[config.mk]
export PLATFORM = sky130hd
export DESIGN_NAME = fp_mul_pipe_8_16_32
export DESIGN_NICKNAME = d
export VERILOG_FILES = /design/src/rtl/fused_fp_pkg.sv /design/src/rtl/fp_mul_pipe_8_16_32_lane_norm.sv /design/src/rtl/fp_mul_pipe_8_16_32.sv
export SDC_FILE = /design/constraint.sdc
export NUM_CORES = 2
export LEC_CHECK = 0
export CORE_MARGIN = 5
export CORE_UTILIZATION = 33
export CTS_CLUSTER_SIZE = 8
export DETAILED_ROUTE_END_ITERATION = 7
export HOLD_SLACK_MARGIN = 0.12
export PLACE_DENSITY_LB_ADDON = 0.05
export SYNTH_ARGS = -nofsm -noshare
export SYNTH_HDL_FRONTEND = slang
export SYNTH_SLANG_ARGS = --single-unit
[constraint.sdc]
create_clock -name clk -period 2.4 [get_ports clk]
set_input_delay 0.36 -clock clk [delete_from_list [all_inputs] [get_ports clk]]
set_output_delay 0.36 -clock clk [all_outputs]
set_load 0.05 [all_outputs]
[src/rtl/fused_fp_pkg.sv]
// fused_fp_pkg: shared definitions for the pipelined fused significand multiplier.
//   - CONFIG_* lane-mode codes carried alongside every operand pair
//   - lane significand widths (hidden bit included) and lane bit strides
//   - prod_t    : raw per-lane products held between stage 1 and the last stage
//   - payload_t : normalised result held in the output stage
// Optional feature macro honoured by the design: FUSED_MUL_STICKY_EN.
package fused_fp_pkg;

    typedef enum logic [1:0] {
        CONFIG_FP8  = 2'd0,
        CONFIG_FP16 = 2'd1,
        CONFIG_FP32 = 2'd2,
        CONFIG_RSVD = 2'd3
    } cfg_e;

    // Significand widths per lane, hidden bit included.
    localparam int W32 = 24;
    localparam int W16 = 11;
    localparam int W8  = 4;

    // Lane n of a mode starts at bit n*STRIDE; FP32 has a single lane at bit 0.
    localparam int FP16_STRIDE = 16;
    localparam int FP8_STRIDE  = 8;

    // Full-width products of every lane layout, computed in stage 1.
    typedef struct packed {
        cfg_e                    cfg;
        logic [2*W32-1:0]        p32;
        logic [1:0][2*W16-1:0]   p16;
        logic [3:0][2*W8-1:0]    p8;
    } prod_t;

    // Normalised result leaving the pipe.
    typedef struct packed {
        logic [31:0] mant;
        logic [3:0]  carry;
        logic [3:0]  sticky;
        logic        err;
        cfg_e        cfg;
    } payload_t;

endpackage

[src/rtl/fp_mul_pipe_8_16_32_lane_norm.sv]
// fused_lane_norm: normalises one lane's 2W-bit significand product.
//   p_i      : full product of two W-bit significands (each in [1,2) or 0)
//   mant_o   : W-bit truncated, normalised significand
//   carry_o  : 1 when the product is >= 2.0 (exponent must increment)
//   sticky_o : OR of the discarded low product bits; tied 0 unless
//              FUSED_MUL_STICKY_EN is defined, in which case the OR-tree exists.
module fused_lane_norm #(
    parameter int W = 24
) (
    input  logic [2*W-1:0] p_i,
    output logic [W-1:0]   mant_o,
    output logic           carry_o,
    output logic           sticky_o
);

    // Product of two values in [1,2) lies in [1,4): the top bit decides
    // whether the binary point moves one place.
    assign carry_o = p_i[2*W-1];
    assign mant_o  = carry_o ? p_i[2*W-1:W] : p_i[2*W-2:W-1];

`ifdef FUSED_MUL_STICKY_EN
    assign sticky_o = carry_o ? (|p_i[W-1:0]) : (|p_i[W-2:0]);
`else
    // Without the sticky feature the low product bits are simply dropped.
    logic unused_low_bits;
    assign unused_low_bits = ^p_i[W-2:0];
    assign sticky_o        = 1'b0;
`endif

endmodule

[src/rtl/fp_mul_pipe_8_16_32.sv]
// fp_mul_pipe_8_16_32: pipelined lane-parallel significand multiplier.
// One 32-bit operand pair per cycle as 1xFP32, 2xFP16 or 4xFP8 significands.
// Optional feature macro: FUSED_MUL_STICKY_EN (builds the per-lane sticky OR).
//
// Parameters: STAGES (1..4) pipeline depth = latency in cycles.
// Ports:
//   clk, rst_n          clock (rising edge), async active-low reset
//   in_valid/in_ready   input handshake; in_cfg lane mode, in_a/in_b operands
//   out_valid/out_ready output handshake
//   out_mant            packed normalised products (input lane layout)
//   out_carry           per-lane product >= 2.0
//   out_sticky          per-lane OR of discarded bits (0 without the macro)
//   out_err             result came from the reserved cfg code
//   inflight            registered count of valid pipeline entries
//
// Handshake: a transfer happens on a rising edge where valid and ready are
// both 1. The whole pipe advances together when en = out_ready | ~out_valid,
// and in_ready = en, so in_ready depends combinationally on out_ready.
// Bubbles travel with the pipe; output data holds while stalled.
module fp_mul_pipe_8_16_32
    import fused_fp_pkg::*;
#(
    parameter int STAGES = 2
) (
    input  logic        clk,
    input  logic        rst_n,
    input  logic        in_valid,
    output logic        in_ready,
    input  logic [1:0]  in_cfg,
    input  logic [31:0] in_a,
    input  logic [31:0] in_b,
    output logic        out_valid,
    input  logic        out_ready,
    output logic [31:0] out_mant,
    output logic [3:0]  out_carry,
    output logic [3:0]  out_sticky,
    output logic        out_err,
    output logic [2:0]  inflight
);

    if (STAGES < 1 || STAGES > 4) begin : g_bad_stages
        $error("fp_mul_pipe_8_16_32: STAGES must be in 1..4");
    end

    logic en;
    logic in_xfer;
    logic out_xfer;

    assign en       = out_ready | ~out_valid;
    assign in_ready = en;
    assign in_xfer  = in_valid & en;
    assign out_xfer = out_valid & out_ready;

    // ---------------------------------------------------------------
    // Stage 1 multiply: every lane layout is multiplied in parallel;
    // unused operand bits never reach a multiplier.
    // ---------------------------------------------------------------
    prod_t prod_in;

    always_comb begin
        prod_in     = '0;
        prod_in.cfg = cfg_e'(in_cfg);
        prod_in.p32 = (2*W32)'(in_a[W32-1:0]) * (2*W32)'(in_b[W32-1:0]);
        for (int i = 0; i < 2; i++) begin
            prod_in.p16[i] = (2*W16)'(in_a[FP16_STRIDE*i +: W16])
                           * (2*W16)'(in_b[FP16_STRIDE*i +: W16]);
        end
        for (int i = 0; i < 4; i++) begin
            prod_in.p8[i] = (2*W8)'(in_a[FP8_STRIDE*i +: W8])
                          * (2*W8)'(in_b[FP8_STRIDE*i +: W8]);
        end
    end

    logic unused_in_bits;
    assign unused_in_bits = ^{in_a[31:28], in_b[31:28]};

    // ---------------------------------------------------------------
    // Product stages 1..STAGES-1 (none when STAGES=1, where multiply and
    // normalisation share the single stage).
    // ---------------------------------------------------------------
    prod_t norm_src;
    logic  norm_v;

    if (STAGES == 1) begin : g_single
        assign norm_src = prod_in;
        assign norm_v   = in_valid;
    end else begin : g_pipe
        prod_t             prod_q [STAGES-1];
        logic [STAGES-2:0] pv_q;

        always_ff @(posedge clk or negedge rst_n) begin
            if (!rst_n) begin
                pv_q <= '0;
                for (int s = 0; s < STAGES-1; s++) begin
                    prod_q[s] <= '0;
                end
            end else if (en) begin
                pv_q[0]   <= in_valid;
                prod_q[0] <= prod_in;
                for (int s = 1; s < STAGES-1; s++) begin
                    pv_q[s]   <= pv_q[s-1];
                    prod_q[s] <= prod_q[s-1];
                end
            end
        end

        assign norm_src = prod_q[STAGES-2];
        assign norm_v   = pv_q[STAGES-2];
    end

    // ---------------------------------------------------------------
    // Normalisation: 7 lane normalisers, selected by the captured cfg.
    // ---------------------------------------------------------------
    logic [W32-1:0]       m32;
    logic                 c32, s32;
    logic [1:0][W16-1:0]  m16;
    logic [1:0]           c16, s16;
    logic [3:0][W8-1:0]   m8;
    logic [3:0]           c8, s8;

    fused_lane_norm #(.W(W32)) u_norm32 (
        .p_i      (norm_src.p32),
        .mant_o   (m32),
        .carry_o  (c32),
        .sticky_o (s32)
    );

    for (genvar g = 0; g < 2; g++) begin : g_norm16
        fused_lane_norm #(.W(W16)) u_norm16 (
            .p_i      (norm_src.p16[g]),
            .mant_o   (m16[g]),
            .carry_o  (c16[g]),
            .sticky_o (s16[g])
        );
    end

    for (genvar g = 0; g < 4; g++) begin : g_norm8
        fused_lane_norm #(.W(W8)) u_norm8 (
            .p_i      (norm_src.p8[g]),
            .mant_o   (m8[g]),
            .carry_o  (c8[g]),
            .sticky_o (s8[g])
        );
    end

    payload_t norm_d;

    always_comb begin
        norm_d     = '0;
        norm_d.cfg = norm_src.cfg;
        case (norm_src.cfg)
            CONFIG_FP32: begin
                norm_d.mant[W32-1:0] = m32;
                norm_d.carry[0]      = c32;
                norm_d.sticky[0]     = s32;
            end
            CONFIG_FP16: begin
                for (int i = 0; i < 2; i++) begin
                    norm_d.mant[FP16_STRIDE*i +: W16] = m16[i];
                    norm_d.carry[i]                   = c16[i];
                    norm_d.sticky[i]                  = s16[i];
                end
            end
            CONFIG_FP8: begin
                for (int i = 0; i < 4; i++) begin
                    norm_d.mant[FP8_STRIDE*i +: W8] = m8[i];
                    norm_d.carry[i]                 = c8[i];
                    norm_d.sticky[i]                = s8[i];
                end
            end
            default: begin
                // Reserved code: zero result, flagged, still delivered in order.
                norm_d.err = 1'b1;
            end
        endcase
    end

    // ---------------------------------------------------------------
    // Output stage (stage STAGES) and in-flight counter.
    // ---------------------------------------------------------------
    payload_t   out_q;
    logic       out_v_q;
    logic [2:0] inflight_q;
    logic [2:0] inflight_d;

    always_comb begin
        inflight_d = inflight_q;
        if (in_xfer && !out_xfer) begin
            inflight_d = inflight_q + 3'd1;
        end else if (out_xfer && !in_xfer) begin
            inflight_d = inflight_q - 3'd1;
        end
    end

    always_ff @(posedge clk or negedge rst_n) begin
        if (!rst_n) begin
            out_q      <= '0;
            out_v_q    <= 1'b0;
            inflight_q <= 3'd0;
        end else begin
            inflight_q <= inflight_d;
            if (en) begin
                out_v_q <= norm_v;
                // Data only moves on real entries; bubbles leave it untouched.
                if (norm_v) begin
                    out_q <= norm_d;
                end
            end
        end
    end

    logic unused_out_cfg;
    assign unused_out_cfg = ^out_q.cfg;

    assign out_valid  = out_v_q;
    assign out_mant   = out_q.mant;
    assign out_carry  = out_q.carry;
    assign out_sticky = out_q.sticky;
    assign out_err    = out_q.err;
    assign inflight   = inflight_q;

endmodule

# Word level (Yosys, flattened, before mapping)
# Cells that the tools add are included.
[totals]
regBits = 164
[op_classes]
addsub = 2
n_mul = 7
n_eq_ne = 2
muxes = 22
bitwise = 4
n_reduce_logical = 8
[ops]
columns = ["cell", "n"]
rows = [
  ["$mul A24 B24 Y48", 1],
  ["$mul A11 B11 Y22", 2],
  ["$mul A4 B4 Y8", 4],
  ["$mux W24", 1],
  ["$pmux W4 S3", 2],
  ["$mux W11", 2],
  ["$mux W4", 5],
  ["$pmux W4 S2", 2],
  ["$pmux W3 S3", 1],
  ["$mux W3", 2],
  ["$pmux W3 S2", 1],
  ["$pmux W1 S2", 2],
  ["$add A3 B1 Y3 const B", 1],
  ["$pmux W1 S3", 1],
  ["$reduce_or A3 Y1", 1],
  ["$sub A3 B1 Y3 const B", 1],
  ["$and A1 B1 Y1", 2],
  ["$eq A2 B1 Y1 const B", 1],
  ["$eq A2 B2 Y1 const B", 1],
  ["$logic_and A1 B1 Y1", 2],
  ["$logic_not A1 Y1", 2],
  ["$logic_not A2 Y1", 1],
  ["$mux W1", 2],
  ["$mux W2", 1],
  ["other kinds (4)", 4],
]

# Longest topological paths before layout
[depth]
depth_word = 7
mapped_depth = 26
mapped_depth_nobuf = 25

# Modules after synthesis
# A second synthesis with hierarchy kept.
[hier_totals]
hier_cells = 3807
area_unflattened_um2 = 34568.2
[by_module_without_submodules]
columns = ["module", "instances", "cells_each", "area_each_um2", "seq_area_each_um2"]
rows = [
  ["fp_mul_pipe_8_16_32", 1, 3719, 33560.9, 4028.9],
  ["fused_lane_norm at u_norm32", 1, 30, 406.6, 0.0],
  ["fused_lane_norm at g_norm16[0].u_norm16 ...", 2, 15, 182.7, 0.0],
  ["fused_lane_norm at g_norm8[0].u_norm8 ...", 4, 7, 58.8, 0.0],
]

# Least setup slack after synthesis
# No wires, ideal clock.
[synth_path]
kind = "in2reg"
start = "input port in_a[21]"
end = "register g_pipe.prod_q[123] (netlist name)"
setup_time_ns = 0.092
arrival_ns = 6.552
required_time_ns = 2.308
slack_ns = -4.244
path_stages = 24
path_cell_list = "clkbuf_1 > clkbuf_1 > and2_1 > fa_1 > fa_1 > inv_1 > fa_1 > fa_1 > inv_1 > fa_1 > fa_1 > inv_1 > fa_1 > inv_1 > ha_1 > nand3_1 > nor3_1 > nand2_1 > o211ai_2 > a221oi_2 > o21ai_2 > or3b_1 > and3_1 > o31ai_2"
[synth_via]
elab_chain_cells = 1
[synth_lines]
columns = ["item", "line_no", "rtl"]
rows = [
  ["from (decl)", "fp_mul_pipe_8_16_32.sv:30", "input logic [31:0] in_a,"],
  ["$mul A24 B24 Y48", "fp_mul_pipe_8_16_32.sv:63", "prod_in.p32 = (2*W32)'(in_a[W32-1:0]) * (2*W32)'(in_b[W32-1:0]);"],
  ["to (signal, indexed assignment)", "fp_mul_pipe_8_16_32.sv:102", "prod_q[s] <= prod_q[s-1];"],
  ["to (decl)", "fp_mul_pipe_8_16_32.sv:88", "prod_t prod_q [STAGES-1];"],
]
# No other way between the ends.
# A chain may end at the register's enable or synchronous reset.

# Worst setup path after layout
[layout_path]
start = "input port in_a[8]"
end = "register g_pipe.prod_q[119] (netlist name)"
# Same word-level chain as after synthesis.

==> results.md <==
- Nets: 5059
- Floorplan row count: 112
- Largest family of logic cells by synthesized area: adder cells
- IO Port Bufs: 99
- First-pass GRT wire length: 157500 microns
- WS Path Type: in2reg
- Die area: 99690 sq um
- Synth Area in Simple Gates: 14.08%
- Largest area contributor in the netlist: fa_1
- Crit share post-route: 266.4%
- Clock Skews: 15.52 ps
- Hpwl dp: 79550 microns
- Seq/Total Area, Yosys: 8.843%
- RSZ-0062 raised after global routing: yes
- F_max: 156.4 MHz
- Count of final setup violators: 69
- Place WS: -4833 ps
- Worst R2R Path Depth: 4
- Synthesized area per cell: 9.175 sq um
- Boundary pin count: 116
- Vias/cell: 4.621
- N_diodes: 0
- Synth Area in Compound Gates: 6.275%
- Wire per inst: 18.88 microns
- Initial Util: 33.15%
- Clk_lat worst skew: 360 ps
- Vias in the first global route: 27630
- Fillers: 9144
- Initial antenna violation count: 5
- Total GRT Usage: 20.31%
- Critical Path RT: 2640 ps
- Syn-to-layout area delta: 36.30%
- Mux share of post-synthesis cell area: 2.134%
- Crit path buf inv count: 10
- CTS H-tree depth: 3
- Clock sinks: 109
- Worst r2r dst: out_mant[18]$_DFFE_PN0P_
- Synth async-reset ratio: 100.0%
- Core footprint: 93050 sq um
- Mapped Cells: 3362
- Starting DRT DRC Count: 1075
- #FFs+latches synth: 109
- Delay-heaviest family, CP: adder cells
- GRT Residual Overflow: 0
- Post-synth top area share: 41.73%
- Clock root cell: clkbuf_16
- Yosys cell types: 63
- Gpl congestion: 0.8323
- Slew Limit Headroom: 43.83%
- Pre-antenna DRT Iters: 8
- Routed Antenna Nets: 0
- R2r startpoint: g_pipe.prod_q[124]$_DFFE_PN0N_
- Top FF cell, synth: dfrtp_1
- Flip-flop and latch area: 2728 sq um
- Number of flops mapped to enable cells by yosys: 0
- CP Launch Type: input pin
- Minimum clock period: 6393 ps
- Final-report hold violation count: 0
- Hold path cells: 1
- Largest net degree at the start of global routing: 63
- CTS tree: built
- Critical-path top delay cell: fa_1
- Worst Setup End Kind: register
- Worst Path Arrival: 6630 ps
- Count leader, synth: inv_1
- Die W: 315.7 microns
- Main area contributors after synthesis: fa_1, ha_1, inv_1, dfrtp_1, and2_1
- CTS Buf Count: 9
- Share of cells above drive strength 1: 30.86%
- Post-synthesis adder-cell area fraction: 55.08%
- Failing checks: setup timing
- Synth top cells by count: inv_1, fa_1, nand2_1, ha_1, and2_1
- Synth Area in XOR/XNOR: 1.675%
- Worst Hold Path EP: inflight[2]$_DFFE_PN0P_
- Reg2reg setup slack: 430 ps
- Max Slew Vio Count: 0
- Worst hold-check path type: reg2reg
- Worst hold start: inflight[2]$_DFFE_PN0P_
- Max incr delay on CP: 560 ps
- CTS max path bufs: 2
- Max-Cap Viols: 0
- Clock-pin slew on the worst setup and hold paths: 70 ps
- Least-Margin Pin Slew: 842.6 ps
- DRT Wirelength: 99600 microns
- Hold_ws: 472.1 ps
- Status: finished, violations left
- Via count: 24380
- Synth warn: 0
- CP Max Fanout: 6
- Die Ht: 315.7 microns
- Multi-input logic area: 26400 sq um
- Remaining DRCs: 0
- Synthesized area: 30850 sq um
- Cell mode on critical path: fa_1
- Fin worst setup slack: -3993 ps
[kinds of logic after synthesis]
family	after synthesis
AOI/OAI and AO/OA	297
xor gates and xnor gates	59
adders and majority gates	972
buffers and inverters	970
DFF	109
muxes	59
other	1
and+or+nand+nor	895
[final cells by class]
type / instances / share of cell area, %
multi-input cells: 2290 / 62.78
well taps: 1254 / 3.732
clock buffers: 10 / 0.5684
inverters: 817 / 7.303
flip-flops and latches: 109 / 6.488
clock inverters: 6 / 0.2232
repair buffers: 790 / 18.90
[worst max-delay path by stage]
stage	cells after the start	slack, ps	from	endpoint
4_1_cts	27	-4010	in_b[5]	g_pipe.prod_q[123]$_DFFE_PN0N_
5_1_grt	27	-4140	in_a[8]	g_pipe.prod_q[119]$_DFFE_PN0N_
3_5_place_dp	26	-4830	in_b[3]	g_pipe.prod_q[123]$_DFFE_PN0N_
6_report	27	-3990	in_a[8]	g_pipe.prod_q[119]$_DFFE_PN0N_
3_3_place_gp	28	-4730	in_b[3]	g_pipe.prod_q[115]$_DFFE_PN0N_
2_1_floorplan	23	-3760	in_b[7]	g_pipe.prod_q[123]$_DFFE_PN0N_
[layer usage]
| layer | global-route usage [%] | vias up | part of all wire, % |
|---|---|---|---|
| met5 | 0 | - | 0 |
| met2 | 37.02 | 363 | 52 |
| li1 | - | 11390 | - |
| met1 | 26.17 | 12540 | 42 |
| met3 | 2.209 | 88 | 3.1 |
| met4 | 4.258 | 0 | 2.2 |
[sequential cells by signal, summed over array words and instances (netlist names)]
signal         count
out_mant          28
g_pipe.prod_q     71
out_err            1
g_pipe.pv_q        1
out_carry          4
out_valid          1
inflight           3
[timing repair]
item / CTS / global route
setup buffers: 141 / 34
cloned: 15 / 2
hold endpoints to repair: 46 / 0
resized for setup: 608 / 254
setup endpoints to repair: 69 / 69
pin swaps: 243 / 240
hold buffers: 1 / 0
[metrics by stage]
stage,cell area [sq um],instances,util [%],TNS (ps)
floorplan,31860,3369,-,-143040
global placement,38050,5100,40.89,-224740
detailed placement,38050,5100,40.89,-226080
CTS,41280,5263,44.37,-172590
global route,42040,5276,45.18,-180250
finish,42040,5276,45.18,-170260
[worst reg2reg max path, delay by kind of cell (launching register included)]
kind | cells | cell delay (ps)
adders and majority gates | 1 | 720
AOI/OAI and AO/OA | 2 | 610
DFF | 1 | 420
buffers and inverters | 1 | 110
[layout by cell type, fill, tap and decap left out, types with 16 or more instances in the layout]
cell,Yosys,routed
inv_1,816,746
fa_1,643,585
buf_4,8,493
nand2_1,418,378
ha_1,329,293
and2_1,325,241
buf_6,0,111
dfrtp_1,109,109
and2_4,0,83
buf_12,0,76
inv_2,0,69
nor2_1,72,63
fa_2,0,58
mux2_2,54,54
a21oi_1,90,49
clkdlybuf4s50_1,0,44
o21ai_0,69,36
a21oi_2,1,34
a21o_1,32,32
ha_4,0,29
buf_8,0,27
nand2_2,0,26
xor2_1,25,21
o21ai_1,0,19
nand3_1,19,16
Power is left out: the tool's default activity adds up to more than one toggle a clock period on the data nets, which glitch-free logic cannot reach.
